`config.mk`:
```
export PLATFORM = sky130hd
export DESIGN_NAME = req_splitter_flat
export DESIGN_NICKNAME = d
export VERILOG_FILES = /design/src/rtl/req_splitter_pkg.sv /design/src/rtl/req_splitter_intf.sv /design/src/rtl/req_splitter.sv /design/src/flat_wrapper.sv
export SDC_FILE = /design/constraint.sdc
export NUM_CORES = 1
export LEC_CHECK = 0
export BUFFER_PORTS_ARGS = -buffer_cell sky130_fd_sc_hd__buf_2
export CAP_MARGIN = 20
export CELL_PAD_IN_SITES_DETAIL_PLACEMENT = 2
export CELL_PAD_IN_SITES_GLOBAL_PLACEMENT = 2
export CORE_MARGIN = 5
export CORE_UTILIZATION = 28
export DETAILED_ROUTE_END_ITERATION = 6
export GPL_TIMING_DRIVEN = 0
export MAX_ROUTING_LAYER = met4
export PLACE_DENSITY_LB_ADDON = 0.15
export SLEW_MARGIN = 40
export SYNTH_ARGS = -nofsm -noshare
export SYNTH_HDL_FRONTEND = slang
export SYNTH_SLANG_ARGS = --single-unit
```
`constraint.sdc`:
```
create_clock -name aclk -period 9.48 [get_ports aclk]
set_input_delay 1.896 -clock aclk [delete_from_list [all_inputs] [get_ports aclk]]
set_output_delay 1.896 -clock aclk [all_outputs]
set_load 0.005 [all_outputs]
```
`src/rtl/req_splitter_pkg.sv`:
```
// Shared request types, widths and FSM state for the request splitter.
// Package name lynxTypes is kept so other blocks can share req_t.
package lynxTypes;

  localparam int PMTU_BYTES  = 4096;
  localparam int VADDR_BITS  = 48;
  localparam int LEN_BITS    = 28;
  localparam int OPCODE_BITS = 5;
  localparam int STRM_BITS   = 2;
  localparam int DEST_BITS   = 4;
  localparam int PID_BITS    = 6;
  localparam int VFID_BITS   = 4;
  localparam int OFFS_BITS   = 6;
  localparam int RSRVD_BITS  = 8;

  localparam int PARSE_SIZE_BITS = $clog2(PMTU_BYTES);

  typedef enum logic {
    ST_IDLE,
    ST_SEND
  } split_state_t;

  typedef struct packed {
    logic [OPCODE_BITS-1:0] opcode;
    logic [STRM_BITS-1:0]   strm;
    logic                   mode;
    logic                   rdma;
    logic                   remote;
    logic [VFID_BITS-1:0]   vfid;
    logic [PID_BITS-1:0]    pid;
    logic [DEST_BITS-1:0]   dest;
    logic                   host;
    logic                   actv;
    logic                   last;
    logic [VADDR_BITS-1:0]  vaddr;
    logic [LEN_BITS-1:0]    len;
    logic [OFFS_BITS-1:0]   offs;
    logic [RSRVD_BITS-1:0]  rsrvd;
  } req_t;

endpackage

```
`src/rtl/req_splitter_intf.sv`:
```
// valid/ready/data handshake bundle carrying one req_t.
// m drives valid/data, s drives ready.
interface metaIntf;
  import lynxTypes::*;

  logic valid;
  logic ready;
  req_t data;

  modport m (
    output valid,
    output data,
    input  ready
  );

  modport s (
    input  valid,
    input  data,
    output ready
  );

endinterface

```
`src/rtl/req_splitter.sv`:
```
// Splits one request into PARSE_SIZE-byte chunks, no bubbles between chunks.
// Define REQ_SPLIT_ALIGN_EN to keep chunks inside PARSE_SIZE-aligned blocks.
module req_splitter
  import lynxTypes::*;
#(
  parameter int PARSE_SIZE = PMTU_BYTES,
  parameter int CNT_BITS   = 16
) (
  input  logic                aclk,
  input  logic                aresetn,
  metaIntf.s                  s_req,
  metaIntf.m                  m_req,
  output logic                busy,
  output logic [CNT_BITS-1:0] chunk_cnt,
  output logic [31:0]         req_done_cnt
);

  localparam int PSB = $clog2(PARSE_SIZE);
  localparam logic [LEN_BITS-1:0] PS_LEN =
    LEN_BITS'(PARSE_SIZE);

  split_state_t        state_q, state_d;
  req_t                req_q, req_d;
  logic [CNT_BITS-1:0] cnt_q, cnt_d;
  logic [31:0]         done_q, done_d;
  logic                rdy_en_q, rdy_en_d;

  logic [LEN_BITS-1:0] room;
  logic [LEN_BITS-1:0] chunk;
  logic                fin;
  logic                s_hs;
  logic                m_hs;
  req_t                m_out;

`ifdef REQ_SPLIT_ALIGN_EN
  assign room = PS_LEN
              - LEN_BITS'(req_q.vaddr[PSB-1:0]);
`else
  assign room = PS_LEN;
`endif

  // len_rem <= room also covers the zero-length request
  assign chunk = (req_q.len < room) ? req_q.len : room;
  assign fin   = (req_q.len == chunk);

  assign s_req.ready = rdy_en_q && (state_q == ST_IDLE);
  assign m_req.valid = (state_q == ST_SEND);
  assign s_hs = s_req.valid && s_req.ready;
  assign m_hs = m_req.valid && m_req.ready;

  always_comb begin
    m_out       = req_q;
    m_out.len   = chunk;
    m_out.last  = fin ? req_q.last : 1'b0;
    m_out.offs  = '0;
    m_out.rsrvd = '0;
  end

  assign m_req.data   = m_out;
  assign busy         = (state_q == ST_SEND);
  assign chunk_cnt    = cnt_q;
  assign req_done_cnt = done_q;

  always_comb begin
    state_d  = state_q;
    req_d    = req_q;
    cnt_d    = cnt_q;
    done_d   = done_q;
    rdy_en_d = 1'b1;
    unique case (state_q)
      ST_IDLE: begin
        if (s_hs) begin
          req_d   = s_req.data;
          cnt_d   = '0;
          state_d = ST_SEND;
        end
      end
      ST_SEND: begin
        if (m_hs) begin
          req_d.vaddr = req_q.vaddr
                      + VADDR_BITS'(chunk);
          req_d.len   = req_q.len - chunk;
          if (cnt_q != '1) begin
            cnt_d = cnt_q + 1'b1;
          end
          if (fin) begin
            state_d = ST_IDLE;
            done_d  = done_q + 32'd1;
          end
        end
      end
    endcase
  end

  always_ff @(posedge aclk or negedge aresetn) begin
    if (!aresetn) begin
      state_q  <= ST_IDLE;
      req_q    <= '0;
      cnt_q    <= '0;
      done_q   <= '0;
      rdy_en_q <= 1'b0;
    end else begin
      state_q  <= state_d;
      req_q    <= req_d;
      cnt_q    <= cnt_d;
      done_q   <= done_d;
      rdy_en_q <= rdy_en_d;
    end
  end

endmodule

```
`src/flat_wrapper.sv`:
```
// flat-port wrapper written by rule: the top's interface ports become plain ports
module req_splitter_flat import lynxTypes::*;
#(
  parameter int PARSE_SIZE = PMTU_BYTES,
  parameter int CNT_BITS   = 16
)
  (aclk, aresetn, busy, chunk_cnt, req_done_cnt, s_req_valid, s_req_data, s_req_ready, m_req_valid, m_req_data, m_req_ready);
  metaIntf s_req_i ();
  metaIntf m_req_i ();
  input  logic aclk;
  input  logic aresetn;
  output logic busy;
  output logic [CNT_BITS-1:0] chunk_cnt;
  output logic [31:0] req_done_cnt;
  input wire logic [$bits(s_req_i.valid)-1:0] s_req_valid;
  input wire logic [$bits(s_req_i.data)-1:0] s_req_data;
  output wire logic [$bits(s_req_i.ready)-1:0] s_req_ready;
  output wire logic [$bits(m_req_i.valid)-1:0] m_req_valid;
  output wire logic [$bits(m_req_i.data)-1:0] m_req_data;
  input wire logic [$bits(m_req_i.ready)-1:0] m_req_ready;
  assign s_req_i.valid = s_req_valid;
  assign s_req_i.data = s_req_data;
  assign s_req_ready = s_req_i.ready;
  assign m_req_valid = m_req_i.valid;
  assign m_req_data = m_req_i.data;
  assign m_req_i.ready = m_req_ready;
  req_splitter #(.PARSE_SIZE(PARSE_SIZE), .CNT_BITS(CNT_BITS)) u_core (.aclk(aclk), .aresetn(aresetn), .s_req(s_req_i), .m_req(m_req_i), .busy(busy), .chunk_cnt(chunk_cnt), .req_done_cnt(req_done_cnt));
endmodule
```
# After elaboration in Yosys (flattened, before gate mapping)
# Index checks and enable logic that the tools add are counted.
op_classes:
  addsub: 4
  n_mul: 0
  div_mod_pow: 0
  n_lt_le_gt_ge: 1
  n_eq_ne: 5
  shifts: 0
  mux: 13
  bitwise_logic: 1
  reduce_logical: 7
ops:
  columns: ["cell", "n"]
  rows:
  - ["$pmux 76 s2", 1]
  - ["$mux 90", 1]
  - ["$mux 76", 1]
  - ["$add 48x28->48", 1]
  - ["$mux 16", 3]
  - ["$add 32x1->32 const B", 1]
  - ["$pmux 16 s2", 1]
  - ["$eq 28x28->1", 1]
  - ["$lt 28x13->1 const B", 1]
  - ["$mux 28", 1]
  - ["$sub 28x28->28", 1]
  - ["$add 16x1->16 const B", 1]
  - ["$ne 16x16->1 const B", 1]
  - ["$reduce_and 3->1", 2]
  - ["$mux 1", 4]
  - ["$ne 2x2->1 const B", 2]
  - ["$reduce_and 2->1", 2]
  - ["$logic_and 1x1->1", 3]
  - ["$ne 2x1->1 const B", 1]
  - ["$pmux 1 s2", 1]
  - ["$not 1->1", 1]
word_totals:
  ff_bits: 167
  latchBits: 0
  ram_bits: 0
  mem_bits_ro: 0
  inputBits: 121
  output_inout_bits: 168
  wordCells: 50
  mem_count: 0

# Longest topological paths before layout
depth:
  ltp_word: 6
  ltp_mapped: 18
  depth_no_buf: 15

# Least setup slack after synthesis
# No wires, ideal clock.
synth_path:
  path_kind: "reg-to-reg"
  start: "reg u_core.req_q[28] (netlist bit)"
  end: "reg u_core.req_q, in the netlist u_core.m_req.data[74]"
  setup_ns: 0.124
  arrival_ns: 4.145
  required_time_ns: 9.356
  setup_slack_ns: 5.211
  stages_incl_launch_ff: 18
  path_buffers: 4
  synth_period_minus_slack_ns: 4.269
  path_cell_list: "dfrtp_1 -> or3_1 -> buf_6 -> nor3_1 -> and3_1 -> clkbuf_1 -> clkbuf_1 -> and2_1 -> ha_1 -> a21o_1 -> or3_1 -> o211ai_1 -> nand4b_1 -> a21o_1 -> a21oi_1 -> buf_2 -> nor3_1 -> a211o_1"
synth_via:
  elab_chain_len: 5
synth_rtl:
  columns: ["item", "line", "text"]
  rows:
  - ["start: declaration", "req_splitter.sv:23", "req_t req_q, req_d;"]
  - ["start signal: assignment", "req_splitter.sv:104", "req_q <= req_d;"]
  - ["$lt 28x13->1", "req_splitter.sv:43", "assign chunk = (req_q.len < room) ? req_q.len : room;"]
  - ["$mux 28", "req_splitter.sv:43", null]
  - ["named net m_req_data[21]", "flat_wrapper.sv:19", "output wire logic [$bits(m_req_i.data)-1:0] m_req_data;"]
  - ["$add 48x28->48", "req_splitter.sv:81", "+ VADDR_BITS'(chunk);"]
  - ["$mux 76", "req_splitter.sv:79", "if (m_hs) begin"]
  - ["$pmux 76 s2", "req_splitter.sv:70", "unique case (state_q)"]
# The timed path passes the listed nets, and every way through them passes these cells. The select of a mux whose other input is x is not followed.
# A chain may end at the register's enable or synchronous reset.

# Worst setup path after layout
layout_path:
  start: "reg u_core.req_q[27] (netlist bit)"
  end: "reg u_core.req_q, in the netlist u_core.m_req.data[74]"
layout_via:
  elab_chain_len: 5
layout_rtl:
  columns: ["item", "line"]
  rows:
  - ["$lt 28x13->1", "req_splitter.sv:43"]
  - ["$mux 28 *", "req_splitter.sv:43"]
  - ["$add 48x28->48 *", "req_splitter.sv:81"]
  - ["$mux 76 *", "req_splitter.sv:79"]
  - ["$pmux 76 s2 *", "req_splitter.sv:70"]
# Every way passes the cells marked *; elsewhere a longest branch is shown, timed or not. The select of a mux whose other input is x is not followed.

==> results.cfg <==
[sta]
rsz0062_at_grt = no
fin_hold_ws_ns = 0.458
tightest_slew_ns = 0.791
tns_ns = 0
finalCritPeriodShare = 0.593
setup_viol = 0
slew_violations = 0
period_minus_slack_ns = 5.62
clock_skew_ns = 0.0162
fmax_mhz = 178
relSlewSlack = 0.469
finalHoldViolations = 0

[die]
io_pins = 289
start_util = 0.284
core_area_um2 = 33600
rows = 67
die_w_um = 195
die-area_um2 = 37800
die_h_um = 195

[grt]
grt_max_degree = 60
grt_usage = 0.196
grt_pass1_vias = 9981
grt_pass1_wl_um = 57500
gr-total-overflow = 0
antenna_found_initial = 1

[synthesis]
synth_edf_count = 0
postSynthAreaPerCell_um2 = 8.90
synth-seq-area-share = 0.401
synth.top_cells.by_area = dfrtp_1, buf_4, nand2_1
synth-main-ff-cell = dfrtp_1
yosysWarnings = 0
async_flop_share = 1.00
synth_commonest_cells = nand2_1, dfrtp_1, buf_4
ys_types = 67
synth_top_area_frac = 0.401
synth.most_common_cell = nand2_1
synthCells = 1071
ys_seq_elements = 153
syn_area_um2 = 9540
yosysTopAreaCell = dfrtp_1

[worst_setup_path]
cp-start-kind = flip-flop
critPathArrivalTime_ns = 5.96
required_ns = 9.82
crit_fanout = 10
crit_type = reg2reg
critPathCaptureType = flip-flop

[finish]
drive_gt1_frac = 0.287
fillers = 3921
nNetsFinal = 1534
final_cell_area_um2 = 12100
area_delta_synth_final_pct = 26.6

[clocking]
cts_buffer_depth = 2
hold_buffers = 0
cts_buffers = 17
cts_setup_buffers = 0
htreeDepth = 4
clk_latency_ns = 0.45
clk_pin_slew_ns = 0.07
cts.repair.resized = 0
cts_tree = done
cts.sinks = 153
cts-root-buf = clkbuf_16

[detailed_routing]
dr_total_vias = 9051
viasPerCell = 4.92
routed_wl_um = 36400
wl_per_cell_um = 19.7
drtIter0Drc = 373
drc = 0
drtAntennaViolNets = 0
firstDrtPassIters = 4

[pwr]
leakagePower_nw = 6.14
ir_drop_mv = 0.136
p_per_area_nw_per_um2 = 253

[placed_design]
dpl_cell_area_um2 = 11600
portBuffers = 245
gp_congestion = 0.826
dp_hpwl_um = 28300

[run_status]
outcome = finished, final reports clean

[run]
max_cap_violations = 0

[hold_path]
worstHoldPathType = reg2reg
## registers in the layout, indices dropped and copies added, names as in the netlist
signal	flops
u_core.busy	1
u_core.chunk_cnt	16
u_core.m_req.data	74
u_core.rdy_en_q	1
u_core.req_done_cnt	32
u_core.req_q	29
## report_power, final
part	total [mW]	switching [mW]	leakage (nW)	internal, mW
clock	0.626	0.297	0.247	0.330
combinational	1.35	0.686	3.92	0.661
sequential	1.07	0.210	1.97	0.865
## worst max-delay path, stage by stage (launching register included)
cell and delay, ns:
dfrtp_1 0.44, or3_1 0.36, buf_6 0.16, nor3_1 0.40, and3_1 0.30, clkbuf_1 0.41, clkbuf_1 0.39, and2_1 0.25
ha_1 0.32, a21o_1 0.22, or3_1 0.33, o211ai_1 0.31, nand4b_1 0.18, a21o_1 0.23, a21oi_1 0.48, buf_2 0.36
nor3_1 0.08, a211o_1 0.30
## stage by stage
| stage | setup slack (ns) | utilization | cells | power [mW] |
|---|---|---|---|---|
| floorplan | 5.21 | - | 1115 | 1.94 |
| global placement | 3.76 | 0.342 | 1808 | 2.38 |
| detailed placement | 3.84 | 0.344 | 1810 | 2.43 |
| CTS | 3.82 | 0.359 | 1840 | 3.08 |
| global route | 3.42 | 0.359 | 1841 | 3.30 |
| finish | 3.86 | 0.359 | 1841 | 3.05 |
## cell type report
class,instances,area (um^2),share of cell area
diodes,1,2.50,0.000207
well taps,448,561,0.0464
clock inverters,12,82.6,0.00684
multi-input cells,795,4850,0.401
clock buffers,18,429,0.0356
inverters,20,75.1,0.00622
repair buffers,247,1290,0.107
flip-flops and latches,153,3830,0.317
plain buffers,147,955,0.0791
## routing by layer
layer | vias up | global-route usage | routed length (um)
met1 | 4561 | 0.251 | 16800
li1 | 4293 | - | -
met2 | 171 | 0.330 | 18000
met5 | - | - | 0
met4 | 0 | 0.0393 | 426
met3 | 26 | 0.0332 | 1070
## cell usage in the layout (no fill, tap or decap), types with 8 or more instances in the layout
master       n
a21o_1      16
a21oi_1     39
a221o_1     13
a22o_1       8
a22oi_1     29
a31oi_1      8
and2_1      22
and3_1      22
buf_2      246
buf_4      104
clkbuf_1    36
clkbuf_16   17
conb_1      46
dfrtp_1    153
ha_1        31
inv_1       20
mux2i_1      8
nand2_1    168
nand3_1     39
nand4_1     20
nor2_1      58
nor3_1      22
nor4_1       9
o211ai_1    15
o21a_1       8
o21ai_0     53
o311ai_0    14
xnor2_1     35
xor2_1      29
## worst paths after layout
| path | startpoint | to | slack (ns) | cells past startpoint |
|---|---|---|---|---|
| max | u_core.req_q[27]$_DFFE_PN0P_ | u_core.m_req.data[74]$_DFFE_PN0P_ | 3.86 | 17 |
| min | u_core.req_done_cnt[31]$_DFFE_PN0P_ | u_core.req_done_cnt[31]$_DFFE_PN0P_ | 0.46 | 1 |
| max reg2reg | u_core.req_q[27]$_DFFE_PN0P_ | u_core.m_req.data[74]$_DFFE_PN0P_ | 3.86 | 17 |
| min reg2reg | u_core.req_done_cnt[31]$_DFFE_PN0P_ | u_core.req_done_cnt[31]$_DFFE_PN0P_ | 0.46 | 1 |
| max in group asynchronous | aresetn | u_core.m_req.data[81]$_DFFE_PN0P_ | 7.43 | 2 |
| min in group asynchronous | aresetn | u_core.req_done_cnt[9]$_DFFE_PN0P_ | 1.37 | 1 |
## kinds of logic after synthesis
group | synth area share
adders and majority gates | 0.0428
buffers and inverters | 0.108
muxes | 0.0108
DFF | 0.401
other | 0.000787
xor gates and xnor gates | 0.0588
and+or+nand+nor | 0.200
AOI/OAI and AO/OA | 0.178
Note: power is estimated with default switching activity, not from simulation.
